### src/rtl/rd_pkg.sv
// Shared definitions for the read return unit.
//   - Default sizing: DW (data width), NREG (register-file words), TIMEOUT
//     (RAM wait budget in cycles), RAM_BASE (first RAM address).
//   - AW / CNT_W: address width and wait-counter width.
//   - state_e: read-return FSM states.
package rd_pkg;

  localparam int unsigned DW       = 8;
  localparam int unsigned NREG     = 12;
  localparam int unsigned TIMEOUT  = 16;
  localparam int unsigned RAM_BASE = 12;
  localparam int unsigned AW       = 12;
  localparam int unsigned CNT_W    = 5;

  typedef enum logic [1:0] {
    IDLE     = 2'd0,
    REG      = 2'd1,
    RAM_WAIT = 2'd2,
    RESP     = 2'd3
  } state_e;

endpackage : rd_pkg

### src/rtl/onehot_mux.sv
// Combinational register-word selector.
// Ports:
//   SEL     in  NREG     select vector, normally one-hot
//   REG_BUS in  NREG*DW  packed register words, word i at [i*DW +: DW]
//   WORD    out DW       OR of every selected word (0 when SEL is 0)
module onehot_mux
  import rd_pkg::*;
#(
  parameter int unsigned DW   = rd_pkg::DW,
  parameter int unsigned NREG = rd_pkg::NREG
) (
  input  logic [NREG-1:0]    SEL,
  input  logic [NREG*DW-1:0] REG_BUS,
  output logic [DW-1:0]      WORD
);

  // AND-OR mux: a one-hot SEL gives a clean select, and multiple set bits
  // merge their words, which is the defined behaviour for a bad decode.
  always_comb begin
    WORD = '0;
    for (int unsigned i = 0; i < NREG; i++) begin
      if (SEL[i]) begin
        WORD = WORD | REG_BUS[i*DW +: DW];
      end
    end
  end

endmodule : onehot_mux

### src/rtl/read_return_unit.sv
// Read return unit: accepts a CPU read request and returns data either from
// the register file (fixed two-cycle latency) or from an external RAM with
// a bounded acknowledge wait.
// Ports:
//   CLK, RST_N  clock, asynchronous active-low reset
//   REQ         read request strobe (accepted only when not BUSY)
//   ADD         read address
//   SEL         one-hot register select from the address decode
//   RAM_S       request targets the RAM region (ADD >= NREG)
//   REG_BUS     packed register-file contents
//   RAM_RD      RAM read request, held while waiting for RAM_ACK
//   RAM_ADDR    RAM word address (ADD - NREG)
//   RAM_ACK     RAM data valid strobe, only honoured while waiting
//   RAM_Q       RAM read data
//   BUSY        unit is processing a request
//   DOUT        returned data, held until the next capture
//   DVALID      one-cycle strobe marking DOUT/ERR valid
//   ERR         error flag (RAM timeout, or bad select when checked)
// Build option: define READ_ONEHOT_CHECK_EN to turn a register select that
// is not exactly one-hot into an error response with DOUT=0.
module read_return_unit
  import rd_pkg::*;
#(
  parameter int unsigned DW      = rd_pkg::DW,
  parameter int unsigned NREG    = rd_pkg::NREG,
  parameter int unsigned TIMEOUT = rd_pkg::TIMEOUT
) (
  input  logic               CLK,
  input  logic               RST_N,
  input  logic               REQ,
  input  logic [11:0]        ADD,
  input  logic [NREG-1:0]    SEL,
  input  logic               RAM_S,
  input  logic [NREG*DW-1:0] REG_BUS,
  output logic               RAM_RD,
  output logic [11:0]        RAM_ADDR,
  input  logic               RAM_ACK,
  input  logic [DW-1:0]      RAM_Q,
  output logic               BUSY,
  output logic [DW-1:0]      DOUT,
  output logic               DVALID,
  output logic               ERR
);

  localparam logic [11:0]      RAM_OFFSET = 12'(NREG);
  localparam logic [CNT_W-1:0] CNT_LAST   = CNT_W'(TIMEOUT - 1);

  state_e           state_q, state_d;
  logic [NREG-1:0]  sel_q, sel_d;
  logic [11:0]      ram_addr_q, ram_addr_d;
  logic [CNT_W-1:0] cnt_q, cnt_d;
  logic [DW-1:0]    dout_q, dout_d;
  logic             err_q, err_d;
  logic [DW-1:0]    reg_word;

  onehot_mux #(
    .DW   (DW),
    .NREG (NREG)
  ) u_mux (
    .SEL     (sel_q),
    .REG_BUS (REG_BUS),
    .WORD    (reg_word)
  );

  always_ff @(posedge CLK or negedge RST_N) begin
    if (!RST_N) begin
      state_q    <= IDLE;
      sel_q      <= '0;
      ram_addr_q <= '0;
      cnt_q      <= '0;
      dout_q     <= '0;
      err_q      <= 1'b0;
    end else begin
      state_q    <= state_d;
      sel_q      <= sel_d;
      ram_addr_q <= ram_addr_d;
      cnt_q      <= cnt_d;
      dout_q     <= dout_d;
      err_q      <= err_d;
    end
  end

  always_comb begin
    state_d    = state_q;
    sel_d      = sel_q;
    ram_addr_d = ram_addr_q;
    cnt_d      = cnt_q;
    dout_d     = dout_q;
    err_d      = err_q;

    unique case (state_q)
      IDLE: begin
        if (REQ) begin
          sel_d = SEL;
          // The region flag only steers the next state, so the state itself
          // is its latched copy; the RAM address is pre-offset here.
          if (RAM_S) begin
            ram_addr_d = ADD - RAM_OFFSET;
            cnt_d      = '0;
            state_d    = RAM_WAIT;
          end else begin
            state_d = REG;
          end
        end
      end

      REG: begin
        dout_d  = reg_word;
        err_d   = 1'b0;
`ifdef READ_ONEHOT_CHECK_EN
        if ((sel_q == '0) || ((sel_q & (sel_q - 1'b1)) != '0)) begin
          dout_d = '0;
          err_d  = 1'b1;
        end
`endif
        state_d = RESP;
      end

      RAM_WAIT: begin
        cnt_d = cnt_q + 1'b1;
        // Ack is tested first so a late ack on the timeout cycle still wins.
        if (RAM_ACK) begin
          dout_d  = RAM_Q;
          err_d   = 1'b0;
          state_d = RESP;
        end else if (cnt_q == CNT_LAST) begin
          dout_d  = '0;
          err_d   = 1'b1;
          state_d = RESP;
        end
      end

      RESP: begin
        state_d = IDLE;
      end

      default: begin
        state_d = IDLE;
      end
    endcase
  end

  // Status outputs decode straight from the state register, so an async
  // reset clears them in the same instant it clears the state.
  assign RAM_RD   = (state_q == RAM_WAIT);
  assign BUSY     = (state_q != IDLE);
  assign DVALID   = (state_q == RESP);
  assign RAM_ADDR = ram_addr_q;
  assign DOUT     = dout_q;
  assign ERR      = err_q;

endmodule : read_return_unit

### config.mk
export PLATFORM = sky130hd
export DESIGN_NAME = read_return_unit
export DESIGN_NICKNAME = d
export VERILOG_FILES = /design/src/rtl/rd_pkg.sv /design/src/rtl/onehot_mux.sv /design/src/rtl/read_return_unit.sv
export SDC_FILE = /design/constraint.sdc
export NUM_CORES = 1
export LEC_CHECK = 0
export ABC_CLOCK_PERIOD_IN_PS = 2500
export CAP_MARGIN = 10
export CORE_MARGIN = 4
export CORE_UTILIZATION = 40
export CTS_BUF_LIST = sky130_fd_sc_hd__clkbuf_4
export DETAILED_ROUTE_END_ITERATION = 10
export PLACE_DENSITY = 0.9
export SYNTH_ARGS = -nofsm -noshare
export SYNTH_HDL_FRONTEND = slang
export SYNTH_SLANG_ARGS = --single-unit
### constraint.sdc
create_clock -name CLK -period 2.5 [get_ports CLK]
set_input_delay 0.5 -clock CLK [delete_from_list [all_inputs] [get_ports CLK]]
set_output_delay 0.5 -clock CLK [all_outputs]
set_load 0.03 [all_outputs]
==> metrics.csv <==
metric;value;unit
Total GRT Usage;23.4;%
initial antenna violation count;0;
synthesized flop and latch total;40;
Leak;1.59;nW
CTS max path bufs;2;
DRT iter0 DRCs;121;
EDFF count, synth;0;
Max Clk Rate;421;MHz
pin count of the biggest net entering global routing;41;
Final period util;95.1;%
clk slew on worst S/H paths;110;ps
Setup Skew;5.95;ps
Syn Nets;367;
Slew @ Worst Pin;891;ps
hold slack;269;ps
synthesis-to-layout area growth;70.0;%
via count;2532;
CP Class;reg2out;
Hold WC Path Type;in2async;
number of CTS-inserted buffers;5;
vias in the first global route;2707;
post-CTS resize count;0;
crit path time final;2380;ps
max_slew headroom;40.6;%
flip-flop and latch area;1000;µm²
Inserted Diodes;0;
post-CTS setup buffer count;0;
routability cong.;0.878;
# DRC;0;
Synth top area share;42.6;%
clk sink count;40;
final WL;8.36;mm
Vias/cell;5.66;
crit-path max FO;6;
synth top area cells;dfrtp_1 43%, a22o_1 9.7%, a221oi_1 9.0%;
Root Buffer;clkbuf_4;
Worst Setup Start Kind;flop;
top-count cell post-synth;dfrtp_1;
Crit path required time;2000;ps
library cells used by synthesis;33;
TNS Setup;0;ps
CP Data Arrival Time;1880;ps
outcome;finished clean;
cts hold-fix bufs;0;
core area;5610;µm²
Starting Density;41.9;%
boundary pin count;157;
num rows;27;
CTS tree;done;
fill cell count;456;
post-synth design cell area;2350;µm²
endpoints failing hold;0;
Seq/Total Area, Yosys;42.6;%
Ys Warns;0;
post-route ant nets;0;
Clk Latency, worst-skew pair;340;ps
Die ar.;7160;µm²
dpl hpwl;6.79;mm
synth cell count leaders;40 x dfrtp_1, 26 x a22o_1, 26 x nand2_1;
I/O Buffers;156;
die width;84.6;µm
PD cells;979;nW/µm²
synthesized instance count;228;
H-tree depth;2;
Final #Nets;513;
Yosys top cell by area;dfrtp_1;
footprint of the multi-input gates;1260;µm²
Die Y;84.6;µm
Worst setup EP type;primary output;
syn avg cell area;10.3;µm²
max cap viols;0;
drt pass-1 iters;4;
Main synth FF type;dfrtp_1;
number of setup violations in the final report;0;
share of layout cells above drive strength 1;7.73;%
RSZ-0062 raised after global routing;no;
post-DR wirelength/cell;18.7;µm
Peak VDD IR;0.751;mV
fraction of registers with async set/reset;100;%
gr ovfl total;0;
first-pass GRT wire length;13.4;mm
Max Slew Vio Count;0;
cell usage in the layout, fill, tap and decap left out:
cell type        count
o31ai_1              1
nand2b_1             1
nor2_1               3
inv_1                4
clkdlybuf4s50_1    155
nand2_1             26
a21o_1               1
dfrtp_1             40
xor2_1               3
clkinv_1             1
nand3_1              9
a2111oi_2            1
o21ai_1              1
a21bo_2              1
and3_1               2
a31oi_1              9
a221oi_1            24
o21a_1               1
nor4_1               1
buf_4                2
o211ai_1             1
o21ai_0             10
a21oi_1              4
xnor2_1              4
ha_1                 6
nor4_4               1
a32o_1               1
or4_4                1
a22o_1              26
mux2i_1              2
clkbuf_4             7
mux2_2              15
a21boi_0             1
buf_2                1
o22a_1               9
critical path: stages (launching register included):
cell and delay [ps]:
dfrtp_1 370, inv_1 80, ha_1 260, inv_1 140, clkdlybuf4s50_1 690
where the power goes:
part	internal [W]	switching (W)	total, W	leakage [nW]
sequential	0.000943	0.000428	0.00137	0.475
combinational	0.00111	0.00109	0.00221	1.08
clock	0.000130	0.000201	0.000331	0.0338
cell type report:
class	instances	share of cell area [%]
Clock buffer	7	1.32
Inverter	4	0.376
Clock inverter	1	0.0940
Multi-Input combinational cell	165	31.5
Timing Repair Buffer	158	39.4
Sequential cell	40	25.1
Tap cell	72	2.26
kinds of logic (layout without fill, tap and decap cells):
| family | Yosys count | count (layout) | synth area share [%] |
|---|---|---|---|
| AOI/OAI and AO/OA | 91 | 91 | 30.7 |
| and+or+nand+nor | 44 | 44 | 9.01 |
| DFF | 40 | 40 | 42.6 |
| buffers and inverters | 23 | 170 | 3.78 |
| muxes | 17 | 17 | 8.05 |
| xor gates and xnor gates | 7 | 7 | 2.61 |
| adders and majority gates | 6 | 6 | 3.20 |
routing by layer:
layer	part of all wire, %	wire, µm	vias to the layer above	global-route usage, %
met4	2.6	217	0	7.05
met5	0	0	-	0
met3	9.1	759	21	6.77
met1	41	3410	1186	29.8
met2	47	3970	139	38.6
li1	-	-	1186	-
path summary, 6_finish.rpt:
kind                             from         to  slack, ps  depth (start not counted)
max                        state_q[0]       BUSY        120                          4
min                             RST_N    DOUT[5]        270                          1
max reg2reg                state_q[0]    DOUT[6]        650                          7
min reg2reg                  cnt_q[4]   cnt_q[4]        490                          2
max in group asynchronous       RST_N  sel_q[10]       1670                          1
min in group CLK             cnt_q[4]   cnt_q[4]        490                          2
state kept, by name (all words and copies together) (netlist names):
register	count
RAM_ADDR	12
DOUT	8
sel_q	12
cnt_q	5
state_q	2
ERR	1
per-stage QoR:
| stage | power [W] | std cells | setup slack [ps] | cell area, µm² | utilization, % |
|---|---|---|---|---|---|
| after floorplan | 0.00269 | 228 | 812 | 2350 | - |
| after global placement | 0.00350 | 439 | 345 | 3940 | 70.2 |
| after detailed placement | 0.00360 | 439 | 289 | 3940 | 70.2 |
| after CTS | 0.00393 | 447 | 102 | 3990 | 71.2 |
| after global routing | 0.00418 | 447 | 3.43 | 3990 | 71.2 |
| final | 0.00391 | 447 | 123 | 3990 | 71.2 |
Note: power is estimated with default switching activity, not from simulation.
